**src/rtl/pc_branch_ctrl_pkg.sv**
```systemverilog
// Shared types and constants for the PC / branch controller.
// HALT exists only when BRANCH_ALIGN_CHECK_EN is defined.
package pc_branch_ctrl_pkg;

    localparam int PC_W = 12;
    localparam logic [PC_W-1:0] RESET_PC_DEF = 12'h000;
    localparam logic [7:0] TAKEN_MAX = 8'hFF;

    typedef enum logic [1:0] {
        S_RUN     = 2'd0,
        S_RESOLVE = 2'd1,
        S_FLUSH   = 2'd2
`ifdef BRANCH_ALIGN_CHECK_EN
        ,
        S_HALT    = 2'd3
`endif
    } state_t;

endpackage

```
**src/rtl/pc_next_mux.sv**
```systemverilog
// Next-PC 2:1 mux: 0 selects the sequential PC, 1 the branch target.
module pc_next_mux
    import pc_branch_ctrl_pkg::*;
(
    input  logic [PC_W-1:0] seq_pc,
    input  logic [PC_W-1:0] target,
    input  logic            select,
    output logic [PC_W-1:0] next_pc
);

    assign next_pc = select ? target : seq_pc;

endmodule

```
**src/rtl/pc_branch_ctrl.sv**
```systemverilog
// PC register with a RUN/RESOLVE/FLUSH branch FSM and taken counter.
// Optional BRANCH_ALIGN_CHECK_EN halts on misaligned taken targets.
module pc_branch_ctrl
    import pc_branch_ctrl_pkg::*;
#(
    parameter logic [PC_W-1:0] RESET_PC = RESET_PC_DEF,
    parameter int              PC_STEP  = 4
) (
    input  logic            clk,
    input  logic            reset,
    input  logic            Stall,
    input  logic            Branch,
    input  logic            BrCond,
    input  logic [PC_W-1:0] AddALUOut,
    output logic [PC_W-1:0] PC,
    output logic            Select,
    output logic            Flush,
    output logic            FetchValid,
    output logic [7:0]      TakenCount
`ifdef BRANCH_ALIGN_CHECK_EN
    ,
    output logic            MisalignErr
`endif
);

    state_t          state, state_d;
    logic [PC_W-1:0] seq_pc;
    logic [PC_W-1:0] mux_pc;
    logic            load_pc;
    logic            taken;
    logic            misalign;

    assign seq_pc = PC + PC_W'(PC_STEP);
    assign taken  = (state == S_RESOLVE) && BrCond && !Stall;

`ifdef BRANCH_ALIGN_CHECK_EN
    assign misalign = taken && (AddALUOut[1:0] != 2'b00);
`else
    assign misalign = 1'b0;
`endif

    pc_next_mux u_mux (
        .seq_pc  (seq_pc),
        .target  (AddALUOut),
        .select  (Select),
        .next_pc (mux_pc)
    );

    always_comb begin
        state_d    = state;
        Select     = 1'b0;
        Flush      = 1'b0;
        FetchValid = 1'b0;
        load_pc    = 1'b0;
        unique case (state)
            S_RUN: begin
                FetchValid = 1'b1;
                if (!Stall) begin
                    load_pc = 1'b1;
                    state_d = Branch ? S_RESOLVE : S_RUN;
                end
            end
            S_RESOLVE: begin
                FetchValid = 1'b1;
                if (!Stall) begin
                    if (misalign) begin
                        Flush = 1'b1;
`ifdef BRANCH_ALIGN_CHECK_EN
                        state_d = S_HALT;
`endif
                    end else if (BrCond) begin
                        Select  = 1'b1;
                        Flush   = 1'b1;
                        load_pc = 1'b1;
                        state_d = S_FLUSH;
                    end else begin
                        load_pc = 1'b1;
                        state_d = S_RUN;
                    end
                end
            end
            S_FLUSH: begin
                if (!Stall) state_d = S_RUN;
            end
`ifdef BRANCH_ALIGN_CHECK_EN
            S_HALT: begin
                state_d = S_HALT;
            end
`endif
            default: state_d = S_RUN;
        endcase
    end

    always_ff @(posedge clk) begin
        if (reset) begin
            state      <= S_RUN;
            PC         <= RESET_PC;
            TakenCount <= 8'h00;
        end else begin
            state <= state_d;
            if (load_pc) PC <= mux_pc;
            if (Select && TakenCount != TAKEN_MAX)
                TakenCount <= TakenCount + 8'h01;
        end
    end

`ifdef BRANCH_ALIGN_CHECK_EN
    // Sticky until reset; HALT keeps the bad target from ever loading.
    always_ff @(posedge clk) begin
        if (reset)         MisalignErr <= 1'b0;
        else if (misalign) MisalignErr <= 1'b1;
    end
`endif

endmodule

```
**config.mk**
```make
export PLATFORM = sky130hd
export DESIGN_NAME = pc_branch_ctrl
export DESIGN_NICKNAME = d
export VERILOG_FILES = /design/src/rtl/pc_branch_ctrl_pkg.sv /design/src/rtl/pc_next_mux.sv /design/src/rtl/pc_branch_ctrl.sv
export SDC_FILE = /design/constraint.sdc
export NUM_CORES = 1
export LEC_CHECK = 0
export BUFFER_PORTS_ARGS = -buffer_cell sky130_fd_sc_hd__buf_4
export CAP_MARGIN = 20
export CORE_ASPECT_RATIO = 1.2
export CORE_MARGIN = 2
export CORE_UTILIZATION = 35
export CTS_CLUSTER_SIZE = 10
export DETAILED_ROUTE_END_ITERATION = 10
export PLACE_DENSITY_LB_ADDON = 0.12
export SLEW_MARGIN = 10
export SYNTH_ARGS = -nofsm -noshare
export SYNTH_HDL_FRONTEND = slang
export SYNTH_SLANG_ARGS = --single-unit
```
**constraint.sdc**
```tcl
create_clock -name clk -period 3.4 [get_ports clk]
set_clock_uncertainty 0.1 [all_clocks]
set_input_delay 0 -clock clk [delete_from_list [all_inputs] [get_ports clk]]
set_output_delay 0 -clock clk [all_outputs]
set_load 0.02 [all_outputs]
```
# Word level (Yosys, flattened, before mapping)
# Cells that the tools add are included.
# W data, S select, Z words.
# word_totals
input_bits,17
regBits,22
word_cells,28
# classes
n_mux,13
eq_ne,6
n_addsub,2
reduce_logical,4
# op_table
op,count
$add A12 B3 Y12 const B,1
$mux W12,1
$add A8 B1 Y8 const B,1
$mux W2,4
$ne A8 B8 Y1 const B,1
$mux W1,7
$ne A2 B2 Y1 const B,3
$pmux W2 S3,1
$reduce_and A3 Y1,1
$eq A2 B1 Y1 const B,1
$eq A2 B2 Y1 const B,1
$logic_not A2 Y1,1
$reduce_or A2 Y1,1
$logic_and A1 B1 Y1,1

# Logic depth before layout (Yosys ltp)
# Gate-level depths: netlist of run 1.
# depth
depth_word,4
ltp_mapped,9
depth_no_buf,6

# Modules after synthesis
# Synthesis of run 1 repeated with hierarchy kept, for this count alone.
# hier_totals
cells_unflattened,145
hier_area_um2,1340.0
# modules_own_cells
mod,area_each_um2,cells_each,n_inst
pc_branch_ctrl,1156.1,132,1
pc_next_mux,183.9,13,1

# Least setup slack after synthesis of run 1
# No wires, ideal clock.
# synth_timing
path_kind,flip-flop to flip-flop
from,reg TakenCount[0]
to,reg TakenCount[7]
path_buffers,0
stages_incl_launch_ff,6
arrival_ns,1.374
synth_period_minus_slack_ns,1.545
setup_slack_ns,1.855
required_time_ns,3.229
path_cell_list,dfxtp_1 ha_1 nand3_1 o211ai_4 or3_1 a21oi_1
# synth_via
elab_chain_len,2
# synth_rtl
item,line_no,rtl
"start, declared",pc_branch_ctrl.sv:19,output logic [7:0] TakenCount
"start signal, assigned",pc_branch_ctrl.sv:103,TakenCount <= TakenCount + 8'h01;
"parallel branches: the longest is 2 deep, another holds $add A8 B1 Y8",--,
# Several ways; the timed one is not identified.
# A chain may end at the register's enable or synchronous reset.

# Worst setup path in the final report of run 1
# layout_timing
from,reg PC[2]
to,reg PC[8]
# layout_via
elab_chain_len,2
# layout_rtl
item,line_no,rtl
"start, declared",pc_branch_ctrl.sv:15,"output logic [PC_W-1:0] PC,"
"start signal, assigned",pc_branch_ctrl.sv:101,if (load_pc) PC <= mux_pc;
$add A12 B3 Y12,pc_branch_ctrl.sv:33,assign seq_pc = PC + PC_W'(PC_STEP);
$mux W12,pc_next_mux.sv:11,assign next_pc = select ? target : seq_pc;
# No other way between the ends.

==> reports/results.tsv, run 1 <==
stage	metric	value	unit
outcome	outcome	completed	
setup_path	Critical Path RT	3.55	ns
setup_path	CP Max Fanout	6	
synthesis	Cell Area, Synth	0.00116	sq mm
setup_path	reg2reg path depth	6	
synthesis	Avg Cell Area, Syn	8.30	sq um
cells_and_area	Non-Filler Instances	228	
setup_path	CP endpoint	PC[8]	
drt	DRT Wirelength	3020	um
clock_network	# clock sinks	22	
synthesis	yosys synthesis warning count	0	
cells_and_area	final core occ	0.533	
power_and_ir_drop	Clock power frac	0.253	
cells_and_area	multi-input combinational cell area	659	sq um
power_and_ir_drop	leak pwr	0.702	nW
floorplan	chip height	67.1	um
cells_and_area	Area Overhead vs Synth	42.7	%
synthesis	Async SR Flop Fraction	0	
power_and_ir_drop	logic gate share of total power	0.168	
clock_network	Clock Latency Late Sink	0.30	ns
power_and_ir_drop	total power	0.469	mW
cells_and_area	Reg area	440	sq um
sta	slew of the pin with the lowest slew margin	0.466	ns
clock_network	# hold bufs at CTS	19	
setup_path	max incr delay on CP	0.55	ns
floorplan	die area	0.00380	sq mm
cells_and_area	fraction of layout cells with a size suffix above 1	0.255	
floorplan	Die Wd	56.6	um
grt	vias in the first global route	1106	
synthesis	Top FF cell, synth	dfxtp_1	
cells_and_area	Final Instance Area	0.00166	sq mm
sta	Final Hold Vio Count	0	
sta	worst rel slew slack	0.689	
clock_network	Max clock buf depth	2	
cells_and_area	most frequent cells in the layout	buf_4, dfxtp_1, dlygate4sd3_1	
sta	Final Cycle Share	0.597	
clock_network	H-tree Lvls	1	
power_and_ir_drop	Reg power frac	0.579	
sta	f_max	0.492	GHz
drt	Routed WL per cell	13.3	um
clock_network	post-CTS setup buffers	0	
synthesis	Yosys cell types	42	
placement	DP Worst Slack	1.55	ns
cells_and_area	Fillers	294	
synthesis	cell count after synthesis	140	
setup_path	CP max-delay cell	dlygate4sd3_1	
clock_network	PostCTS Resize Cnt	0	
power_and_ir_drop	Sw Share	0.260	
grt	largest net degree at the start of global routing	25	
sta	Setup-failing EPs final	0	
sta	Final min period	2.03	ns
grt	first-pass GRT wire length	4890	um
placement	Final HPWL DP	2080	um
setup_path	reg-to-reg setup timing slack	1.37	ns
clock_network	Root Buffer	clkbuf_4	
grt	initial antenna violation count	0	
placement	RePlAce Congestion	0.727	
setup_path	reg-to-reg startpoint	PC[2]	
synthesis	Post-synth EDFFs	0	
drt	DR iter-0 viols	18	
setup_path	Worst Setup SP	PC[2]	
cells_and_area	Final nets	213	
hold_path	Min-Delay Path Class	in2reg	
power_and_ir_drop	Net Sw Power	0.122	mW
placement	Buffers on Ports	39	
drt	Final ANT Viol Nets	0	
drt	DR pass1 iterations	4	
sta	final setup TNS	0	ns
setup_path	worst-path cell chain	ha_1, and3_1, nand3_1, o31ai_1, o2bb2ai_1, dlygate4sd3_1	
floorplan	Ports	40	
cells_and_area	# diodes	0	
synthesis	Synth Register Bits	22	
cells_and_area	commonest non-fill, non-tap cell in the layout	buf_4	
setup_path	FF-to-FF End	PC[8]	
placement	post-place instance area	0.00145	sq mm
drt	Via density	5.21	
power_and_ir_drop	pwr/cell area	283	mW/mm^2
drt	vias	1189	
grt	GRT Overall Usage	0.163	
clock_network	cts bufs inserted	3	
setup_path	Setup crit start kind	flip-flop	
clock_network	clk slew on worst S/H paths	0.12	ns
sta	worst hold slack	0.0234	ns
floorplan	Starting Density	0.374	
sta	Setup WS post-layout	1.37	ns
synthesis	post-synthesis sequential area ratio	0.379	
grt	GR Overflow Total	0	
power_and_ir_drop	Peak VDD IR	179	uV
setup_path	Setup CP Type	reg2reg	
placement	placed insts	206	
synthesis	Syn Nets	159	
drt	# DRC	0	
sta	max-slew violation count	0	
setup_path	Arrival @ worst endpoint	2.19	ns
power_and_ir_drop	internal power	0.348	mW
sta	RSZ-0062 raised after global routing	false	
job	Max-cap violations	0	
floorplan	Core Footprint	0.00311	sq mm
setup_path	Worst setup EP type	flip-flop	
floorplan	row count	22	
clock_network	CTS tree	done	
flip-flops by register name (all words and copies together), names as in the netlist:
register    flops
PC             12
TakenCount      8
state           2
critical path, delay by kind of cell (launching register included):
family                   cells  cell delay [ns]
AND/OR/NAND/NOR              2             0.36
flip-flops                   1             0.43
adder cells (fa/ha/maj)      1             0.20
buffers and inverters        1             0.55
AO/OA/AOI/OAI                2             0.34
worst min path at each step:
stage | start | endpoint | slack, ns | cells past startpoint
2_1_floorplan | reset | TakenCount[6] | -0.03 | 1
3_3_place_gp | AddALUOut[1] | PC[1] | 0.16 | 3
3_5_place_dp | AddALUOut[0] | PC[0] | 0.16 | 3
4_1_cts | AddALUOut[4] | PC[4] | 0.008 | 5
5_1_grt | Branch | state[0] | 0.01 | 4
6_report | Branch | state[0] | 0.02 | 4
final cells by class:
type / count / share of cell area
Sequential cell: 22 / 0.265
Timing Repair Buffer: 58 / 0.291
Clock buffer: 3 / 0.0136
Inverter: 2 / 0.00528
Multi-Input combinational cell: 107 / 0.397
Tap cell: 36 / 0.0271
layer usage:
| metal | track usage | up-vias | share of wire |
|---|---|---|---|
| met5 | 0 | - | 0 |
| met4 | 0.0625 | 0 | 0.013 |
| met3 | 0.0211 | 4 | 0.038 |
| met2 | 0.311 | 23 | 0.54 |
| met1 | 0.183 | 549 | 0.41 |
| li1 | - | 613 | - |
cell usage after synthesis (2+ instances only):
master,number,share of area
nand3_1,8,0.034
buf_4,3,0.019
nand2_1,12,0.039
clkbuf_1,4,0.013
dfxtp_1,22,0.38
a22oi_1,5,0.032
ha_1,2,0.022
nor3_1,4,0.017
a31oi_1,2,0.011
a21oi_1,8,0.034
nand2b_1,2,0.011
nor2_1,13,0.042
and3_1,6,0.032
xor2_1,4,0.030
nand4_1,3,0.016
or3_1,2,0.011
mux2i_1,4,0.034
o22ai_1,3,0.016
o31ai_1,2,0.013
o21ai_0,9,0.039
power by group through the flow:
stage          Clock (mW)  Sequential [mW]  Combinational (mW)
2_1_floorplan           0            0.281              0.0316
3_3_place_gp            0            0.277              0.0636
3_5_place_dp            0            0.278              0.0639
4_1_cts             0.125            0.272              0.0786
5_1_grt             0.133            0.274              0.0850
6_report            0.119            0.272              0.0787
kinds of logic (layout without fill, tap and decap cells):
kind of cell | Yosys count | count (layout) | synth area share
and+or+nand+nor | 59 | 59 | 0.259
AOI/OAI and AO/OA | 37 | 37 | 0.214
DFF | 22 | 22 | 0.379
buffers and inverters | 11 | 63 | 0.0538
xor gates and xnor gates | 5 | 5 | 0.0377
muxes | 4 | 4 | 0.0344
adders and majority gates | 2 | 2 | 0.0215
No activity file was read; power rests on OpenSTA's default activity.
==> inputs of run 2 (changes only) <==
--- a/config.mk
+++ b/config.mk
@@ -5,6 +5,7 @@
 export SDC_FILE = /design/constraint.sdc
 export NUM_CORES = 1
 export LEC_CHECK = 0
+export ABC_AREA = 1
 export BUFFER_PORTS_ARGS = -buffer_cell sky130_fd_sc_hd__buf_4
 export CAP_MARGIN = 20
 export CORE_ASPECT_RATIO = 1.2
==> constraint.sdc (replaced) <==
create_clock -name clk -period 1.72 [get_ports clk]
set_clock_uncertainty 0.1 [all_clocks]
set_input_delay 0 -clock clk [delete_from_list [all_inputs] [get_ports clk]]
set_output_delay 0 -clock clk [all_outputs]
set_load 0.02 [all_outputs]
==> run 2 against run 1 <==
  * Critical endpoint is now TakenCount[2]
  * Global-route usage grew 0.74 points
  * Sequential cell count unchanged
  * Wire length grew 10%
  * Count of clock-buffer cells in the layout did not move
  * Setup slack worse by 1.2 ns
  * Register-to-register slack lost 1.2 ns
  * Maximum frequency rose by 34%
  * Largest power group unchanged
  * Core utilization fell by 3.5 points
  * Critical path depth increased by 1
  * Highest routed layer unchanged
  * The flow now finishes with violations (design-rule violations)
  * Hold slack worse by 0.017 ns
  * Combinational power increased by 88%
  * Sequential share of layout area shrank 0.53 points
==> reports/results.tsv, run 2 <==
stage	metric	value	unit	change
setup_path	critical path buffer and inverter count	1		unchanged
synthesis	dominant cell type by area after synthesis	dfxtp_1		
grt	GR Overflow Total	0		unchanged
clock_network	PostCTS Resize Cnt	0		unchanged
sta	max-slew violation count	0		unchanged
drt	DRT Wirelength	3330	um	+10%
synthesis	Avg Cell Area, Syn	6.76	sq um	-19%
cells_and_area	most frequent cells in the layout	nand2_1, buf_4, nor2_1		
sta	f_max	0.659	GHz	+34%
grt	met2 GRT Util	0.302		-0.00858
power_and_ir_drop	pwr/cell area	598	mW/mm^2	+110%
drt	DR iter-0 viols	54		+36
synthesis	Post-synth EDFFs	0		unchanged
placement	Final HPWL DP	2470	um	+18%
sta	worst rel slew slack	0.746		+0.0570
cells_and_area	Area Overhead vs Synth	33.8	%	
outcome	failing checks	design-rule violations		
grt	vias in the first global route	1315		+19%
placement	RePlAce Congestion	0.791		+8.8%
floorplan	Ports	40		unchanged
drt	# DRC	1		+1
sta	final setup TNS	0	ns	unchanged
setup_path	CP max-delay cell	dfxtp_1		
drt	DR pass1 iterations	7		+3
power_and_ir_drop	total power	1.01	mW	+120%
cells_and_area	final core occ	0.499		-0.0349
cells_and_area	fraction of layout cells with a size suffix above 1	0.240		-0.0149
sta	Final Hold Vio Count	0		unchanged
synthesis	Synth area leaders	dfxtp_1, nand2_1, nand3_1		
synthesis	Syn Nets	206		+30%
clock_network	H-tree Lvls	1		unchanged
clock_network	Max clock buf depth	2		unchanged
outcome	outcome	complete, but fails checks		
grt	largest net degree at the start of global routing	13		-48%
sta	RSZ-0062 raised after global routing	false		
cells_and_area	Fillers	343		+17%
cells_and_area	Final nets	254		+19%
setup_path	CP Max Fanout	8		+2
setup_path	Worst setup EP type	flip-flop		
cells_and_area	Top Registers	PC (12), TakenCount (8), state (2)		
clock_network	CTS tree	done		
cells_and_area	max reg flops	12		unchanged
placement	Buffers on Ports	39		unchanged
cells_and_area	Non-Filler Instances	270		+18%
synthesis	Synth top cells by count	nand2_1, nor2_1, dfxtp_1		
clock_network	Clock Latency Late Sink	0.27	ns	-0.03 ns
cells_and_area	# diodes	0		unchanged
setup_path	Setup CP Type	reg2reg		
floorplan	chip height	69.9	um	+4.1%
synthesis	post-synthesis sequential area ratio	0.348		-0.0307
placement	placed insts	258		+25%
synthesis	Synth top area share	0.348		-0.0307
setup_path	critical path's top delay family	simple AND/OR/NAND/NOR gates		
sta	Setup-failing EPs final	0		unchanged
sta	slew of the pin with the lowest slew margin	0.380	ns	-0.0854 ns
synthesis	yosys synthesis warning count	0		unchanged
sta	Final Cycle Share	0.882		+0.284
cells_and_area	Most flops, register	PC		
clock_network	cts bufs inserted	3		unchanged
grt	first-pass GRT wire length	5580	um	+14%
grt	global routing's busiest layer	met2		
synthesis	Top FF cell, synth	dfxtp_1		
power_and_ir_drop	Peak VDD IR	432	uV	+140%
setup_path	Arrival @ worst endpoint	1.59	ns	-0.60 ns
setup_path	Setup crit start kind	flip-flop		
clock_network	clk slew on worst S/H paths	0.08	ns	-0.04 ns
drt	vias	1346		+13%
setup_path	max incr delay on CP	0.39	ns	-0.16 ns
synthesis	Yosys cell types	30		-29%
grt	met1 global-route usage	0.199		+0.0158
grt	GRT Overall Usage	0.170		+0.00737
grt	initial antenna violation count	0		unchanged
clock_network	post-CTS setup buffers	0		unchanged
power_and_ir_drop	leak pwr	0.761	nW	+8.4%
sta	Final min period	1.52	ns	-0.515 ns
clock_network	# clock sinks	22		unchanged
floorplan	Die Wd	58.9	um	+4.0%
grt	grt met3 use	0.0241		+0.00300
synthesis	most frequent cell after synthesis	nand2_1		
floorplan	row count	23		+4.5%
setup_path	Critical Path RT	1.79	ns	-1.76 ns
synthesis	cell count after synthesis	187		+34%
job	Max-cap violations	0		unchanged
synthesis	Cell Area, Synth	0.00126	sq mm	+8.8%
drt	Via density	4.99		-4.4%
setup_path	worst-path cell chain	ha_1, nand3_1, nand3b_4, nand2_4, inv_4, a21oi_1, nor2_1		
floorplan	Starting Density	0.373		-0.00118
drt	Routed WL per cell	12.3	um	-7.1%
synthesis	Synth Register Bits	22		unchanged
clock_network	Root Buffer	clkbuf_8		
cells_and_area	commonest non-fill, non-tap cell in the layout	nand2_1		
floorplan	Core Footprint	0.00340	sq mm	+9.2%
synthesis	Async SR Flop Fraction	0		unchanged
drt	Final ANT Viol Nets	0		unchanged
hold_path	Min-Delay Path Class	in2reg		
floorplan	die area	0.00411	sq mm	+8.2%
[run 2: changes by cell type after synthesis, sizes merged, moves of 3 or more]
cell    change
mux2i       -4
inv        +20
clkbuf      -3
nand3      +12
o22ai       -3
a21oi       +5
and3        -6
a22oi       -5
nand2      +35
o21ai       -4
nor2       +14
[run 2: per-stage QoR]
stage | hold WS (ns) | worst slack [ns] | cell area [sq um]
after floorplan | -0.0309 | 0.164 | 1260
after CTS | 0.0121 | 0.192 | 1690
after detailed placement | 0.166 | 0.204 | 1560
final | 0.00599 | 0.204 | 1690
after global placement | 0.161 | 0.248 | 1560
after global routing | 0.0229 | 0.0702 | 1690
[run 2: per-layer routing]
layer | wire, um | vias up
met5 | 0 | -
met3 | 123 | 5
met2 | 1740 | 34
met4 | 49 | 0
met1 | 1410 | 608
li1 | - | 699
[run 2: power by group]
part / total (mW) / internal [mW] / switching (mW)
combinational: 0.148 / 0.0719 / 0.0757
clock: 0.329 / 0.157 / 0.172
sequential: 0.536 / 0.521 / 0.0142
total: 1.01 / 0.750 / 0.262
[run 2: area by class of cell]
| cell class | count | area, sq um | share of cell area |
|---|---|---|---|
| flip-flops and latches | 22 | 440 | 0.260 |
| multi-input cells | 137 | 682 | 0.403 |
| repair buffers | 49 | 390 | 0.231 |
| clock buffers | 3 | 41.3 | 0.0244 |
| well taps | 37 | 46.3 | 0.0273 |
| inverters | 22 | 92.6 | 0.0547 |
[run 2: kinds of logic (layout without fill, tap and decap cells)]
family          after synthesis  in the layout  share of synthesized area
buf+inv                      28             74                      0.113
fa+ha+maj                     2              2                     0.0198
xor+xnor                      3              3                     0.0208
simple gates                107            107                      0.385
flops                        22             22                      0.348
compound gates               25             25                      0.114
[run 2: final timing paths]
kind                      start            end  slack (ns)  cells after the start
setup / recovery  TakenCount[0]  TakenCount[2]        0.20                      7
hold / removal     AddALUOut[6]          PC[6]       0.006                      3
setup reg to reg  TakenCount[0]  TakenCount[2]        0.20                      7
hold reg to reg          PC[11]         PC[11]        0.40                      2
[run 2: worst min-delay path: cells and delay by family]
family          cells  cell delay (ns)
simple gates        1             0.06
compound gates      1             0.16
buf+inv             1             0.11
[run 2: what timing repair did]
action | 4_1_cts | 5_1_grt
setup endpoints to repair | 0 | 0
hold buffers | 9 | 0
endpoints found under the hold margin | 17 | 0
==> inputs of run 3 (changes only) <==
--- a/config.mk
+++ b/config.mk
@@ -14,7 +14,7 @@
 export CTS_CLUSTER_SIZE = 10
 export DETAILED_ROUTE_END_ITERATION = 10
 export PLACE_DENSITY_LB_ADDON = 0.12
-export SLEW_MARGIN = 10
+export RECOVER_POWER = 50
 export SYNTH_ARGS = -nofsm -noshare
 export SYNTH_HDL_FRONTEND = slang
 export SYNTH_SLANG_ARGS = --single-unit
==> run 3 against run 2 <==
  * Setup slack got worse by 0.0018 ns
  * Register-to-register slack about the same
  * Sequential cell count unchanged
  * Maximum frequency fell by 0.12%
  * Sequential power barely moved
  * Design area down 4.7%
  * Via count hardly changed
  * Combinational power is 6% lower
  * Sequential share of layout area is 1.3 points higher
  * Non-clock buffer count unchanged
  * First-iteration DRC count decreased by 19%
  * The flow still finishes with violations (design-rule violations)
  * Critical path depth unchanged
==> reports/results.tsv, run 3 (synthesized netlist as in run 2, its figures left out) <==
stage	metric	value	unit	change
power_and_ir_drop	internal power	0.741	mW	-1.2%
placement	DP Worst Slack	0.204	ns	unchanged
clock_network	cts bufs inserted	3		unchanged
clock_network	PostCTS Resize Cnt	0		unchanged
drt	Final ANT Viol Nets	0		unchanged
cells_and_area	multi-input combinational cell area	682	sq um	unchanged
floorplan	Core Footprint	0.00340	sq mm	unchanged
outcome	outcome	complete, but fails checks		
drt	# DRC	1		unchanged
floorplan	Die Wd	58.9	um	unchanged
floorplan	chip height	69.9	um	unchanged
cells_and_area	Non-Filler Instances	270		unchanged
drt	Via density	4.98		about the same
power_and_ir_drop	logic gate share of total power	0.139		-0.007
hold_path	Min-Delay Path Class	in2reg		
setup_path	Critical Path RT	1.79	ns	about the same
sta	Final min period	1.52	ns	+0.00179 ns
setup_path	Worst setup EP type	flip-flop		
grt	GR Overflow Total	0		unchanged
cells_and_area	Most flops, register	PC		
clock_network	Max clock buf depth	2		unchanged
cells_and_area	Reg area	440	sq um	unchanged
clock_network	H-tree Lvls	1		unchanged
power_and_ir_drop	Net Sw Power	0.262	mW	-0.24%
power_and_ir_drop	Sw Share	0.261		+0.00179
clock_network	clk slew on worst S/H paths	0.08	ns	about the same
placement	RePlAce Congestion	0.791		unchanged
cells_and_area	# diodes	0		unchanged
setup_path	CP max-delay cell	dfxtp_1		
sta	Final Cycle Share	0.883		+0.00104
cells_and_area	Area Overhead vs Synth	27.6	%	
drt	DR iter-0 viols	44		-19%
placement	Buffers on Ports	39		unchanged
sta	Setup-failing EPs final	0		unchanged
cells_and_area	Top Registers	PC (12), TakenCount (8), state (2)		
setup_path	Setup CP Type	reg2reg		
cells_and_area	most frequent cells in the layout	nand2_1, nor2_1, dfxtp_1		
setup_path	CP Max Fanout	8		unchanged
power_and_ir_drop	leak pwr	0.673	nW	-12%
grt	initial antenna violation count	0		unchanged
clock_network	Clock Latency Late Sink	0.27	ns	about the same
cells_and_area	fraction of layout cells with a size suffix above 1	0.150		-0.0901
drt	vias	1345		-0.074%
sta	worst rel slew slack	0.742		-0.00393
grt	GRT Overall Usage	0.170		unchanged
clock_network	# clock sinks	22		unchanged
sta	f_max	0.659	GHz	-0.12%
job	Max-cap violations	0		unchanged
floorplan	Ports	40		unchanged
cells_and_area	commonest non-fill, non-tap cell in the layout	nand2_1		
setup_path	critical path's top delay family	simple AND/OR/NAND/NOR gates		
placement	placed insts	258		unchanged
outcome	failing checks	design-rule violations		
power_and_ir_drop	Clock power frac	0.328		+0.003
cells_and_area	Final nets	254		unchanged
cells_and_area	final core occ	0.475		-0.0232
setup_path	Setup crit start kind	flip-flop		
setup_path	Arrival @ worst endpoint	1.59	ns	about the same
floorplan	row count	23		unchanged
clock_network	# hold bufs at CTS	9		unchanged
grt	vias in the first global route	1315		unchanged
sta	Setup WS post-layout	0.202	ns	-0.00179 ns
grt	largest net degree at the start of global routing	13		unchanged
placement	Final HPWL DP	2470	um	unchanged
clock_network	Root Buffer	clkbuf_8		
sta	Final Hold Vio Count	0		unchanged
clock_network	CTS tree	done		
power_and_ir_drop	Peak VDD IR	424	uV	-1.9%
clock_network	post-CTS setup buffers	0		unchanged
setup_path	max incr delay on CP	0.38	ns	about the same
drt	DRT Wirelength	3330	um	about the same
floorplan	Starting Density	0.373		unchanged
cells_and_area	Fillers	370		+7.9%
power_and_ir_drop	total power	1.00	mW	-0.93%
drt	Routed WL per cell	12.3	um	about the same
sta	RSZ-0062 raised after global routing	false		
sta	worst hold slack	0.00637	ns	+0.000382 ns
power_and_ir_drop	Reg power frac	0.534		+0.005
grt	first-pass GRT wire length	5580	um	unchanged
floorplan	die area	0.00411	sq mm	unchanged
sta	slew of the pin with the lowest slew margin	0.386	ns	+0.00589 ns
cells_and_area	Final Instance Area	0.00161	sq mm	-4.7%
power_and_ir_drop	pwr/cell area	621	mW/mm^2	+3.9%
cells_and_area	max reg flops	12		unchanged
sta	max-slew violation count	0		unchanged
setup_path	worst-path cell chain	ha_1, nand3_1, nand3b_4, nand2_4, inv_4, a21oi_1, nor2_1		
sta	final setup TNS	0	ns	unchanged
drt	DR pass1 iterations	7		unchanged
setup_path	critical path buffer and inverter count	1		unchanged
placement	post-place instance area	0.00156	sq mm	unchanged
[run 3: area by class of cell]
| type | count | area share |
|---|---|---|
| multi-input combinational | 137 | 0.422 |
| tap | 37 | 0.0287 |
| sequential | 22 | 0.273 |
| timing repair buffer | 49 | 0.193 |
| inverter | 22 | 0.0574 |
| clock buffer | 3 | 0.0256 |
[run 3: path summary, 6_finish.rpt]
| path | start | end | slack, ns | cells after the start |
|---|---|---|---|---|
| setup reg to reg | TakenCount[0] | TakenCount[2] | 0.20 | 7 |
| hold / removal | AddALUOut[6] | PC[6] | 0.006 | 3 |
| hold reg to reg | PC[11] | PC[11] | 0.39 | 2 |
| setup / recovery | TakenCount[0] | TakenCount[2] | 0.20 | 7 |
[run 3: power groups by stage]
stage          clock, mW  combinational [mW]  sequential [mW]
6_report           0.329               0.139            0.535
5_1_grt            0.354               0.154            0.537
4_1_cts            0.335               0.149            0.535
3_5_place_dp           0               0.132            0.547
3_3_place_gp           0               0.131            0.547
2_1_floorplan          0              0.0643            0.558
[run 3: worst reg2reg max path, cell delays in order, from the launching register on]
cell and delay, ns:
dfxtp_1 0.38, ha_1 0.27, nand3_1 0.13, nand3b_4 0.19, nand2_4 0.11, inv_4 0.06, a21oi_1 0.12, nor2_1 0.06
[run 3: per-layer routing]
layer  track usage  vias to the layer above  part of all wire
li1              -                      700                 -
met1         0.199                      606              0.42
met2         0.302                       34              0.52
met3        0.0241                        5             0.036
met4        0.0657                        0             0.015
met5             0                        -                 0
